**config.mk**
```make
export PLATFORM = sky130hd
export DESIGN_NAME = bist_response_analyzer
export DESIGN_NICKNAME = d
export VERILOG_FILES = /design/src/rtl/bist_pkg.sv /design/src/rtl/misr_compactor.sv /design/src/rtl/bist_response_analyzer.sv
export SDC_FILE = /design/constraint.sdc
export NUM_CORES = 1
export LEC_CHECK = 0
export BUFFER_PORTS_ARGS = -buffer_cell sky130_fd_sc_hd__clkbuf_2
export CAP_MARGIN = 10
export CORE_UTILIZATION = 49
export CTS_BUF_LIST = sky130_fd_sc_hd__clkbuf_8
export DETAILED_ROUTE_END_ITERATION = 7
export GPL_TIMING_DRIVEN = 0
export PLACE_DENSITY = 0.76
export SYNTH_ARGS = -nofsm -noshare
export SYNTH_HDL_FRONTEND = slang
export SYNTH_SLANG_ARGS = --single-unit
```
**constraint.sdc**
```tcl
create_clock -name clk -period 1.8 [get_ports clk]
set_clock_uncertainty 0.2 [all_clocks]
set_input_delay 0.45 -clock clk [delete_from_list [all_inputs] [get_ports clk]]
set_output_delay 0.45 -clock clk [all_outputs]
set_load 0.01 [all_outputs]
```
**src/rtl/bist_pkg.sv**
```systemverilog
// Shared definitions for the full-adder BIST loop: FSM states, MISR
// polynomial, default golden signature and the MISR next-state helper.
package bist_pkg;

    typedef enum logic [1:0] {
        ST_IDLE  = 2'd0,
        ST_RUN   = 2'd1,
        ST_CHECK = 2'd2,
        ST_DONE  = 2'd3
    } bistState_e;

    // x^8 + x^4 + x^3 + x^2 + 1 (the x^8 term is implied by the shift-out)
    localparam logic [7:0] MISR_POLY      = 8'h1D;
    // Final signature of a fault-free full adder over the exhaustive pattern set
    localparam logic [7:0] DEFAULT_GOLDEN = 8'h47;

    // One MISR step: shift left, fold the shifted-out bit back through the
    // polynomial, then mix the 2-bit response into the low bits.
    function automatic logic [7:0] misrStep(input logic [7:0] cur, input logic [1:0] din);
        logic [7:0] fbTerm;
        fbTerm   = cur[7] ? MISR_POLY : 8'h00;
        misrStep = {cur[6:0], 1'b0} ^ fbTerm ^ {6'b00_0000, din};
    endfunction

endpackage

```
**src/rtl/misr_compactor.sv**
```systemverilog
// 8-bit multiple-input signature register. A load takes priority over a
// compaction step so a session restart never absorbs a stale response.
module misr_compactor
    import bist_pkg::*;
#(
    parameter logic [7:0] RST_VAL = 8'h00
) (
    input  logic       clk,
    input  logic       rst_n,
    input  logic       load,
    input  logic [7:0] seed,
    input  logic       en,
    input  logic [1:0] din,
    output logic [7:0] sig
);

    // Signature register: reset value, reseed, or one compaction step
    always_ff @(posedge clk or negedge rst_n) begin
        if (!rst_n) begin
            sig <= RST_VAL;
        end else if (load) begin
            sig <= seed;
        end else if (en) begin
            sig <= misrStep(sig, din);
        end else begin
            sig <= sig;
        end
    end

endmodule

```
**src/rtl/bist_response_analyzer.sv**
```systemverilog
// Output response analyzer for the full-adder BIST path: compacts the CUT's
// {cout, sum} responses into an MISR signature and compares it against a
// golden value at the end of each session.
module bist_response_analyzer
    import bist_pkg::*;
#(
    parameter int         SIG_W    = 8,
    parameter int         PATTERNS = 8,
    parameter logic [7:0] SEED     = 8'h00,
    parameter logic [7:0] GOLDEN   = DEFAULT_GOLDEN
) (
    input  logic                        clk,
    input  logic                        rst_n,
    input  logic                        start,
    input  logic                        resp_valid,
    input  logic [1:0]                  resp,
    output logic                        busy,
    output logic                        done,
    output logic                        pass,
    output logic [SIG_W-1:0]            signature,
    output logic [$clog2(PATTERNS+1)-1:0] count
);

    localparam int CNT_W = $clog2(PATTERNS + 1);
    localparam logic [CNT_W-1:0] LAST_IDX = CNT_W'(PATTERNS - 1);

    bistState_e       state_r;
    bistState_e       stateNext_s;
    logic [CNT_W-1:0] countNext_s;
    logic             passNext_s;
    logic             misrLoad_s;
    logic             misrEn_s;
    logic [7:0]       sig_s;

    misr_compactor #(
        .RST_VAL (SEED)
    ) uMisr (
        .clk   (clk),
        .rst_n (rst_n),
        .load  (misrLoad_s),
        .seed  (SEED),
        .en    (misrEn_s),
        .din   (resp),
        .sig   (sig_s)
    );

    assign signature = sig_s;

    // Next-state, counter and compare decode for the session FSM
    always_comb begin
        stateNext_s = state_r;
        countNext_s = count;
        passNext_s  = pass;
        misrLoad_s  = 1'b0;
        misrEn_s    = 1'b0;
        case (state_r)
            ST_IDLE: begin
                if (start) begin
                    misrLoad_s  = 1'b1;
                    countNext_s = '0;
                    passNext_s  = 1'b0;
                    stateNext_s = ST_RUN;
                end else begin
                    stateNext_s = ST_IDLE;
                end
            end
            ST_RUN: begin
                if (start) begin
                    // restart: the coincident response is dropped
                    misrLoad_s  = 1'b1;
                    countNext_s = '0;
                    stateNext_s = ST_RUN;
                end else if (resp_valid) begin
                    misrEn_s    = 1'b1;
                    countNext_s = count + CNT_W'(1);
                    if (count == LAST_IDX) begin
                        stateNext_s = ST_CHECK;
                    end else begin
                        stateNext_s = ST_RUN;
                    end
                end else begin
                    stateNext_s = ST_RUN;
                end
            end
            ST_CHECK: begin
                passNext_s  = (sig_s == GOLDEN);
                stateNext_s = ST_DONE;
            end
            ST_DONE: begin
                if (start) begin
                    misrLoad_s  = 1'b1;
                    countNext_s = '0;
                    passNext_s  = 1'b0;
                    stateNext_s = ST_RUN;
                end else begin
                    stateNext_s = ST_DONE;
                end
            end
            default: begin
                stateNext_s = ST_IDLE;
                countNext_s = '0;
                passNext_s  = 1'b0;
            end
        endcase
    end

    // State, counter, result and status registers
    always_ff @(posedge clk or negedge rst_n) begin
        if (!rst_n) begin
            state_r <= ST_IDLE;
            count   <= '0;
            pass    <= 1'b0;
            busy    <= 1'b0;
            done    <= 1'b0;
        end else begin
            state_r <= stateNext_s;
            count   <= countNext_s;
            pass    <= passNext_s;
            busy    <= (stateNext_s == ST_RUN) || (stateNext_s == ST_CHECK);
            done    <= (stateNext_s == ST_DONE);
        end
    end

endmodule

```
==> flow_summary_export.csv, run 1 <==
group,metric,value,unit
worst_setup_path,path_max_fanout,6,
floorplan,ios,21,
route,ant_nets,0,
synthesis,synth_enable_flop_cells,0,
cells_and_area,utilization,0.6879,
outcome,status,"finished, final reports clean",
sta,fin_tns_setup,0,ns
pwr,p_leak,0.5815,nW
sta,slew_viol_final,0,
floorplan,fp.dieArea,2083,sq um
sta,rsz0062_at_grt,"true",
placement,dp.cells,133,
sta,maxSlewHeadroom,0.7218,
route,avgViaCountPerCell,5.317,
floorplan,initial_core_util,0.5291,
synthesis,synth_nets,101,
global_route,grt_max_degree,18,
pwr,p_sw,0.4250,mW
cells_and_area,nets,133,
cells_and_area,final_cells,145,
worst_setup_path,worst_r2r_endpoint,"busy",
worst_setup_path,r2r-start,"state_r[1]",
synthesis,ys_async_sr_fraction,1.000,
worst_setup_path,reg2regPathDepth,6,
synthesis,synth_cell_types,32,
synthesis,synth_warnings,0,
worst_setup_path,worstSetupPathType,"reg -> reg",
route,drt-total-wl,1.998,mm
placement,dpl.hpwl,1.303,mm
global_route,gr-total-overflow,0,
sta,fmax,0.5609,GHz
worst_setup_path,crit_path_start_kind,"flop",
sta,hold_viol_final,0,
synthesis,synth_area,933.4,sq um
worst_setup_path,worstSetupEndpointType,"flop",
pwr,internal_power,0.8512,mW
clocking,cts_max_level,1,
global_route,antenna_found_initial,0,
pwr,switching_share,0.3330,
placement,io_buffers,19,
sta,worst_pin_slew,0.4173,ns
route,wl_per_cell,13.78,um
clocking,cts_tree,"built",
route,drt_iter0_markers,16,
clocking,cts.sinks,17,
worst_setup_path,crit_chain,"buf_4 -> ha_4 -> nor2_2 -> a31oi_2 -> a2bb2oi_2 -> ha_1",
sta,holdWs,0.2873,ns
global_route,grt_usage,0.2058,
pwr,power_frac_comb,0.409,
placement,gp_congestion,0.7999,
run,cap_violations,0,
synthesis,synthCells,89,
sta,period_minus_slack,1.783,ns
hold_path,hold_path_end,"uMisr.sig[0]",
sta,setup_viol,0,
synthesis,postSynthAreaPerCell,10.49,sq um
clocking,insertion_delay,0.25,ns
clocking,cts_made_buffers,3,
cells_and_area,final_layout_size_suffix_gt1_frac,0.3583,
worst_setup_path,critical_path.max_stage_delay,0.40,ns
sta,worst_slack,0.01717,ns
cells_and_area,multi_input_area,508.0,sq um
floorplan,die_h,45.65,um
hold_path,hold_class,"in -> reg",
cells_and_area,regArea,425.4,sq um
pwr,p_clk_frac,0.214,
cells_and_area,area_growth,30.03,%
hold_path,hp-start,"resp[0]",
global_route,grt_pass1_wl,3.001,mm
pwr,seqPwrFrac,0.377,
clocking,clk_pin_slew_worst_paths,0.06,ns
pwr,total_power,1.276,mW
cells_and_area,antenna_cells,0,
worst_setup_path,worstSetupPathDepth,6,
cells_and_area,fillers,160,
clocking,clockBufferDepth,2,
sta,fin_crit_sh,0.9905,
route,num_vias,771,
pwr,p_per_area,1051,nW/um^2
synthesis,synth_seq_cells,17,
synthesis,synth_ff_type,"dfrtp_1",
floorplan,die_w,45.65,um
global_route,grt_pass1_vias,661,
placement,place_area,1062,sq um
route,firstDrtPassIters,4,
worst_setup_path,cp.buffers_inverters,1,
worst_setup_path,path_delay_family,"adder cells",
worst_setup_path,crit_arrival,1.72,ns
route,drcViolationCount,0,
hold_path,hold_path_depth,3,
floorplan,num_rows,15,
worst_setup_path,crit_slowest_cell,"dfrtp_1",
synthesis,ys_seq_area_frac,0.4558,
worst_setup_path,required,1.73,ns
cells_and_area,finish.instance_area,1214,sq um
placement,preCtsSetupSlack,-0.06853,ns
clocking,cts-root-buf,"clkbuf_8",
worst_setup_path,ff2ff_setup_slack,0.02,ns
floorplan,coreArea,1764,sq um
pwr,ir_drop,0.0006264,V
## final cells by class
cell class | instances | area share
Sequential cell | 17 | 0.3505
Tap cell | 25 | 0.02577
Multi-Input combinational cell | 64 | 0.4186
Clock inverter | 1 | 0.003093
Timing Repair Buffer | 27 | 0.1299
Inverter | 4 | 0.01237
Clock buffer | 3 | 0.03402
Buffer | 4 | 0.02577
## tightest hold or removal path: stages
cell      delay, ns
clkbuf_2       0.08
xnor2_1        0.09
o21ai_0        0.06
## repair_timing
item,in CTS,in global routing
endpoints found under the setup margin,1,3
buffers inserted,3,4
pin swaps,1,3
gates resized for setup,6,3
endpoints found under the hold margin,17,0
hold buffers,1,0
## flip-flops by register name, summed over array words and instances, names as in the netlist
signal,count
busy,1
count,4
done,1
pass,1
state_r,2
uMisr.sig,8
## metal layers
layer,part of all wire,global-route usage
met5,0,0
met4,0.014,0.1091
met3,0.040,0.03571
met2,0.50,0.3143
met1,0.45,0.2754
## power by group through the flow
stage	combinational, mW	clock, mW	sequential (mW)
floorplan	0.256	0	0.509
global placement	0.377	0	0.492
detailed placement	0.383	0	0.497
CTS	0.459	0.282	0.479
global route	0.565	0.301	0.486
finish	0.522	0.273	0.481
## Yosys cell counts, types with 2 or more instances
master	n	area [sq um]
dfrtp_1	17	425.4
nand2_1	8	30.03
nand3_1	8	40.04
ha_1	6	75.07
o21ai_0	6	30.03
xnor2_1	5	43.79
a21oi_1	4	20.02
inv_1	4	15.01
nor2_1	4	15.01
nand2b_1	3	18.77
a2bb2oi_1	2	17.52
buf_6	2	22.52
## kinds of logic after synthesis
group,count (synthesis),share of synthesized area
simple gates,32,0.2065
compound gates,20,0.1502
flops,17,0.4558
buf+inv,8,0.04958
fa+ha+maj,6,0.08043
xor+xnor,5,0.04691
mux,1,0.01072
## how the worst max path moves through the flow
stage	from	endpoint	slack [ns]
4_1_cts	state_r[1]	busy	0.004
6_report	state_r[1]	busy	0.02
5_1_grt	state_r[1]	busy	-0.04
3_3_place_gp	state_r[1]	busy	-0.03
2_1_floorplan	count[0]	busy	0.03
3_5_place_dp	state_r[0]	busy	-0.07
## placed cells by master (no fill, tap or decap), types with 2 or more instances in the layout
cell type   n
ha_1        4
xnor2_1     5
buf_4       7
ha_4        2
buf_6       2
o21ai_0     6
clkbuf_2   20
nand2_1     8
clkbuf_8    3
dfrtp_1    17
nand2b_1    3
inv_2       2
inv_1       3
a21oi_1     4
nand3_1     8
nor2_1      3
Note: power is estimated with default switching activity, not from simulation.
==> run 2: changes to the inputs <==
- CORE_UTILIZATION: 49 -> 55
- PLACE_DENSITY: 0.76 -> 0.81
- clock period: 1.8 -> 1.7 ns (I/O delays scaled with it)
==> run 2 against run 1 <==
Effect of this change: the run now ends with negative setup slack left; cell count decreased by 4.8%; via count increased by 3.1%; count of clock-buffer cells in the layout unchanged; hold slack got worse by 0.022 ns; utilization increased by 12 points; register-to-register slack got worse by 0.11 ns; sequential power increased by 8.7%; flip-flop and latch count unchanged; critical path depth unchanged; non-clock buffer count increased by 2; clock power increased by 7%; critical path type unchanged; critical endpoint unchanged.
==> flow_summary_export.csv, run 2 (synthesized netlist as in run 1, its figures left out) <==
group,metric,value,unit
route,drcViolationCount,0,
cells_and_area,final_layout_size_suffix_gt1_frac,0.3934,
worst_setup_path,cp-startpoint,"state_r[1]",
route,drt-total-wl,2.054,mm
cells_and_area,antenna_cells,0,
cells_and_area,area_growth,33.65,%
cells_and_area,final_cell_mix,"20 x clkbuf_2, 16 x dfrtp_1, 9 x buf_4",
clocking,clockBufferDepth,2,
global_route,grt_usage,0.2396,
sta,fin_crit_sh,1.053,
clocking,clk_pin_slew_worst_paths,0.07,ns
pwr,total_power,1.379,mW
floorplan,fp.dieArea,1866,sq um
clocking,cts-root-buf,"clkbuf_8",
run,cap_violations,0,
sta,maxSlewHeadroom,0.7236,
global_route,grt_pass1_wl,3.305,mm
worst_setup_path,crit_path_start_kind,"flop",
sta,worst_pin_slew,0.4146,ns
cells_and_area,mostFrequentLayoutCell,"clkbuf_2",
worst_setup_path,worstSetupPathDepth,6,
clocking,cts_max_level,1,
placement,io_buffers,19,
sta,setup_viol,1,
pwr,p_leak,0.5962,nW
cells_and_area,reg_top3,"uMisr.sig (8), count (4), state_r (2)",
route,wl_per_cell,14.88,um
global_route,grt_pass1_vias,751,
floorplan,coreArea,1541,sq um
worst_setup_path,crit_slowest_cell,"dfrtp_1",
sta,fmax,0.5588,GHz
hold_path,hold_class,"in -> reg",
outcome,status,"finished, violations left",
worst_setup_path,r2r-start,"state_r[1]",
floorplan,initial_core_util,0.6055,
sta,slew_viol_final,0,
cells_and_area,largest_reg_flops,8,
worst_setup_path,path_delay_family,"adder cells",
clocking,cts.sinks,17,
worst_setup_path,reg2regPathDepth,6,
cells_and_area,fillers,96,
sta,rsz0062_at_grt,"true",
worst_setup_path,crit_chain,"inv_2 -> ha_4 -> and3b_2 -> a221oi_2 -> nor2_1 -> ha_2",
floorplan,die_w,43.20,um
worst_setup_path,critical_path.max_stage_delay,0.39,ns
global_route,gr-total-overflow,0,
global_route,antenna_found_initial,0,
cells_and_area,largest-register,"uMisr.sig",
sta,holdWs,0.2651,ns
route,firstDrtPassIters,4,
floorplan,num_rows,14,
route,num_vias,795,
floorplan,die_h,43.20,um
sta,worst_slack,-0.08949,ns
route,ant_nets,0,
route,drt_iter0_markers,20,
clocking,cts_tree,"built",
cells_and_area,nets,135,
placement,gp_congestion,0.7599,
pwr,p_per_area,1105,nW/um^2
placement,preCtsSetupSlack,-0.1408,ns
worst_setup_path,worst_r2r_endpoint,"busy",
pwr,ir_drop,0.0006774,V
sta,period_minus_slack,1.789,ns
placement,dpl.hpwl,1.315,mm
worst_setup_path,crit_arrival,1.78,ns
worst_setup_path,ff2ff_setup_slack,-0.09,ns
sta,hold_viol_final,0,
outcome,violations,"negative setup slack",
worst_setup_path,required,1.69,ns
hold_path,hp-start,"resp[0]",
route,avgViaCountPerCell,5.761,
cells_and_area,finish.instance_area,1247,sq um
worst_setup_path,worstSetupEndpointType,"flop",
clocking,insertion_delay,0.24,ns
worst_setup_path,crit_path_end,"busy",
worst_setup_path,worstSetupPathType,"reg -> reg",
worst_setup_path,cp.buffers_inverters,1,
clocking,cts_made_buffers,3,
floorplan,ios,21,
placement,place_area,1067,sq um
worst_setup_path,path_max_fanout,3,
global_route,grt_max_degree,18,
## run 2: cell count changes in the layout (fill, tap and decap cells not counted), sizes merged
cell,change
buf,+2
## run 2: worst min-delay path by stage
stage / to / slack, ns / depth (start not counted)
3_3_place_gp: done / 0.18 / 1
5_1_grt: uMisr.sig[0] / 0.28 / 3
6_report: uMisr.sig[0] / 0.27 / 3
2_1_floorplan: busy / -0.07 / 0
3_5_place_dp: busy / 0.18 / 1
4_1_cts: uMisr.sig[0] / 0.27 / 3
## run 2: power by group
group          switching (mW)  internal (mW)
combinational           0.280          0.284
clock                   0.132          0.160
sequential             0.0590          0.464
total                   0.471          0.907
## run 2: cell type report
class                           count  area [sq um]  share of cell area
Multi-Input combinational cell     64         536.8              0.4303
Timing Repair Buffer               29         172.7              0.1384
Buffer                              4         31.28             0.02508
Inverter                            4         15.01             0.01204
Tap cell                           16         20.02             0.01605
Sequential cell                    17         426.7              0.3420
Clock inverter                      1         3.754            0.003009
Clock buffer                        3         41.29             0.03310
## run 2: worst register-to-register path: cells and delay by family (launching register included)
family | cells | cell delay (ns)
AOI/OAI and AO/OA | 1 | 0.27
adders and majority gates | 2 | 0.48
buffers and inverters | 1 | 0.07
DFF | 1 | 0.39
and+or+nand+nor | 2 | 0.33
## run 2: through the flow
| step | cells | utilization | TNS (ns) |
|---|---|---|---|
| 2_1_floorplan | 89 | - | 0 |
| 3_3_place_gp | 124 | 0.6924 | -0.09252 |
| 3_5_place_dp | 124 | 0.6924 | -0.1470 |
| 4_1_cts | 135 | 0.7719 | -0.06043 |
| 5_1_grt | 138 | 0.8093 | -0.5027 |
| 6_report | 138 | 0.8093 | -0.08949 |
## run 2: layer usage
metal / vias to the layer above / routed length, um / GRT usage / part of all wire
met5: - / 0 / 0 / 0
li1: 389 / - / - / -
met2: 21 / 1023 / 0.3582 / 0.50
met1: 381 / 916 / 0.3343 / 0.45
met3: 4 / 81 / 0.04681 / 0.039
met4: 0 / 31 / 0.1091 / 0.015
## run 2: timing repair
action,in CTS,in global routing
pin swaps,4,3
hold endpoints to repair,17,0
setup endpoints to repair,2,4
hold buffers,1,0
buffers inserted,6,3
gates resized for setup,4,7
==> run 3: changes to the inputs <==
- CELL_PAD_IN_SITES_DETAIL_PLACEMENT: not set -> 1
- CELL_PAD_IN_SITES_GLOBAL_PLACEMENT: not set -> 1
- CORE_UTILIZATION: 55 -> 42
- PLACE_DENSITY: 0.81 -> 0.8
==> run 3 against run 2 <==
Effect of this change: die area increased by 29%; critical path depth decreased by 1; register-to-register slack improved by 0.03 ns; first-iteration DRC count is 70% lower; the flow still finishes with violations (negative setup slack); sequential power rose by 2%; wire length is 40% higher; sequential share of layout area is 1.4 points lower; final area increased by 4.5%.
==> flow_summary_export.csv, run 3 (synthesized netlist as in run 1, its figures left out) <==
group,metric,value,unit
worst_setup_path,required,1.65,ns
placement,gp_congestion,0.7815,
sta,holdWs,0.2636,ns
route,ant_nets,0,
placement,dpl.hpwl,1.591,mm
cells_and_area,reg_top3,"uMisr.sig (8), count (4), state_r (2)",
sta,fmax,0.5670,GHz
route,firstDrtPassIters,2,
placement,dp.cells,135,
floorplan,num_rows,16,
worst_setup_path,path_max_fanout,2,
sta,rsz0062_at_grt,"true",
floorplan,die_w,49.14,um
global_route,grt_pass1_vias,914,
worst_setup_path,crit_arrival,1.71,ns
route,drt_iter0_markers,6,
clocking,clockBufferDepth,2,
global_route,grt_pass1_wl,4.802,mm
worst_setup_path,worstSetupPathType,"reg -> reg",
floorplan,ios,21,
pwr,total_power,1.482,mW
clocking,cts_made_buffers,3,
cells_and_area,multi_input_area,563.0,sq um
cells_and_area,regArea,427.9,sq um
clocking,cts_tree,"built",
cells_and_area,final_cell_mix,"20 x clkbuf_2, 15 x dfrtp_1, 11 x buf_4",
cells_and_area,final_layout_size_suffix_gt1_frac,0.4355,
sta,worst_pin_slew,0.4362,ns
sta,hold_viol_final,0,
worst_setup_path,crit_path_start_kind,"flop",
sta,slew_viol_final,0,
global_route,gr-total-overflow,0,
cells_and_area,area_growth,39.68,%
placement,preCtsSetupSlack,-0.2029,ns
floorplan,initial_core_util,0.4616,
cells_and_area,finish.instance_area,1304,sq um
cells_and_area,mostFrequentLayoutCell,"clkbuf_2",
sta,fin_tns_setup,-0.06374,ns
pwr,ir_drop,0.0008402,V
route,drt-total-wl,2.884,mm
route,avgViaCountPerCell,5.503,
clocking,clk_pin_slew_worst_paths,0.07,ns
sta,worst_slack,-0.06374,ns
worst_setup_path,r2r-start,"count[1]",
run,cap_violations,0,
global_route,grt_max_degree,18,
floorplan,fp.dieArea,2415,sq um
clocking,cts_max_level,1,
cells_and_area,final_cells,151,
outcome,status,"finished, violations left",
pwr,p_per_area,1137,nW/um^2
cells_and_area,largest-register,"uMisr.sig",
route,wl_per_cell,19.10,um
clocking,cts-root-buf,"clkbuf_8",
clocking,cts.sinks,17,
floorplan,die_h,49.14,um
worst_setup_path,worstSetupEndpointType,"flop",
route,num_vias,831,
global_route,antenna_found_initial,0,
global_route,grt_usage,0.2709,
sta,period_minus_slack,1.764,ns
cells_and_area,antenna_cells,0,
sta,maxSlewHeadroom,0.7092,
worst_setup_path,cp-startpoint,"count[1]",
placement,io_buffers,19,
hold_path,hold_class,"in -> reg",
worst_setup_path,ff2ff_setup_slack,-0.06,ns
placement,place_area,1081,sq um
cells_and_area,nets,137,
clocking,insertion_delay,0.26,ns
cells_and_area,utilization,0.6448,
pwr,p_leak,0.6017,nW
route,drcViolationCount,0,
sta,fin_crit_sh,1.037,
outcome,violations,"negative setup slack",
cells_and_area,fillers,220,
floorplan,coreArea,2022,sq um
sta,setup_viol,1,
cells_and_area,largest_reg_flops,8,
hold_path,hp-start,"resp[1]",
==> run 3: critical path: stages, from the launching register on <==
cell and delay, ns:
dfrtp_1 0.41, ha_4 0.18, and3b_2 0.23, a221oi_2 0.23
nor2_1 0.09, ha_1 0.31
==> run 3: cell type report <==
class | instances | area share
multi-input cells | 64 | 0.4319
flip-flops and latches | 17 | 0.3282
clock buffers | 3 | 0.03167
well taps | 27 | 0.02591
inverters | 4 | 0.01152
clock inverters | 1 | 0.002879
plain buffers | 4 | 0.02399
repair buffers | 31 | 0.1440
==> run 3: timing repair <==
| item | in CTS | in global routing |
|---|---|---|
| endpoints found under the hold margin | 17 | 0 |
| setup endpoints to repair | 3 | 8 |
| gates cloned | 0 | 0 |
| hold buffers | 1 | 0 |
| resized for setup | 12 | 3 |
| buffers inserted | 10 | 2 |
| pin swaps | 6 | 4 |
==> run 3: final timing paths <==
check | end | cells after the start
max in group asynchronous | count[0] | 2
min in group asynchronous | done | 2
worst max-delay path | busy | 5
worst min-delay path | uMisr.sig[1] | 3
worst max register to register | busy | 5
worst min register to register | pass | 2
==> run 3: metal layers <==
metal,GRT usage,vias up,routed length [um]
met2,0.4635,14,1426
met5,0,-,0
met4,0.1029,0,45
met1,0.3347,423,1342
met3,0.04984,5,70
li1,-,389,-
==> run 3: report_power, final <==
part           leakage, nW  switching (mW)  total, mW  internal (mW)
sequential           0.227          0.0669      0.533          0.466
clock               0.0269           0.155      0.316          0.161
combinational        0.348           0.325      0.634          0.309
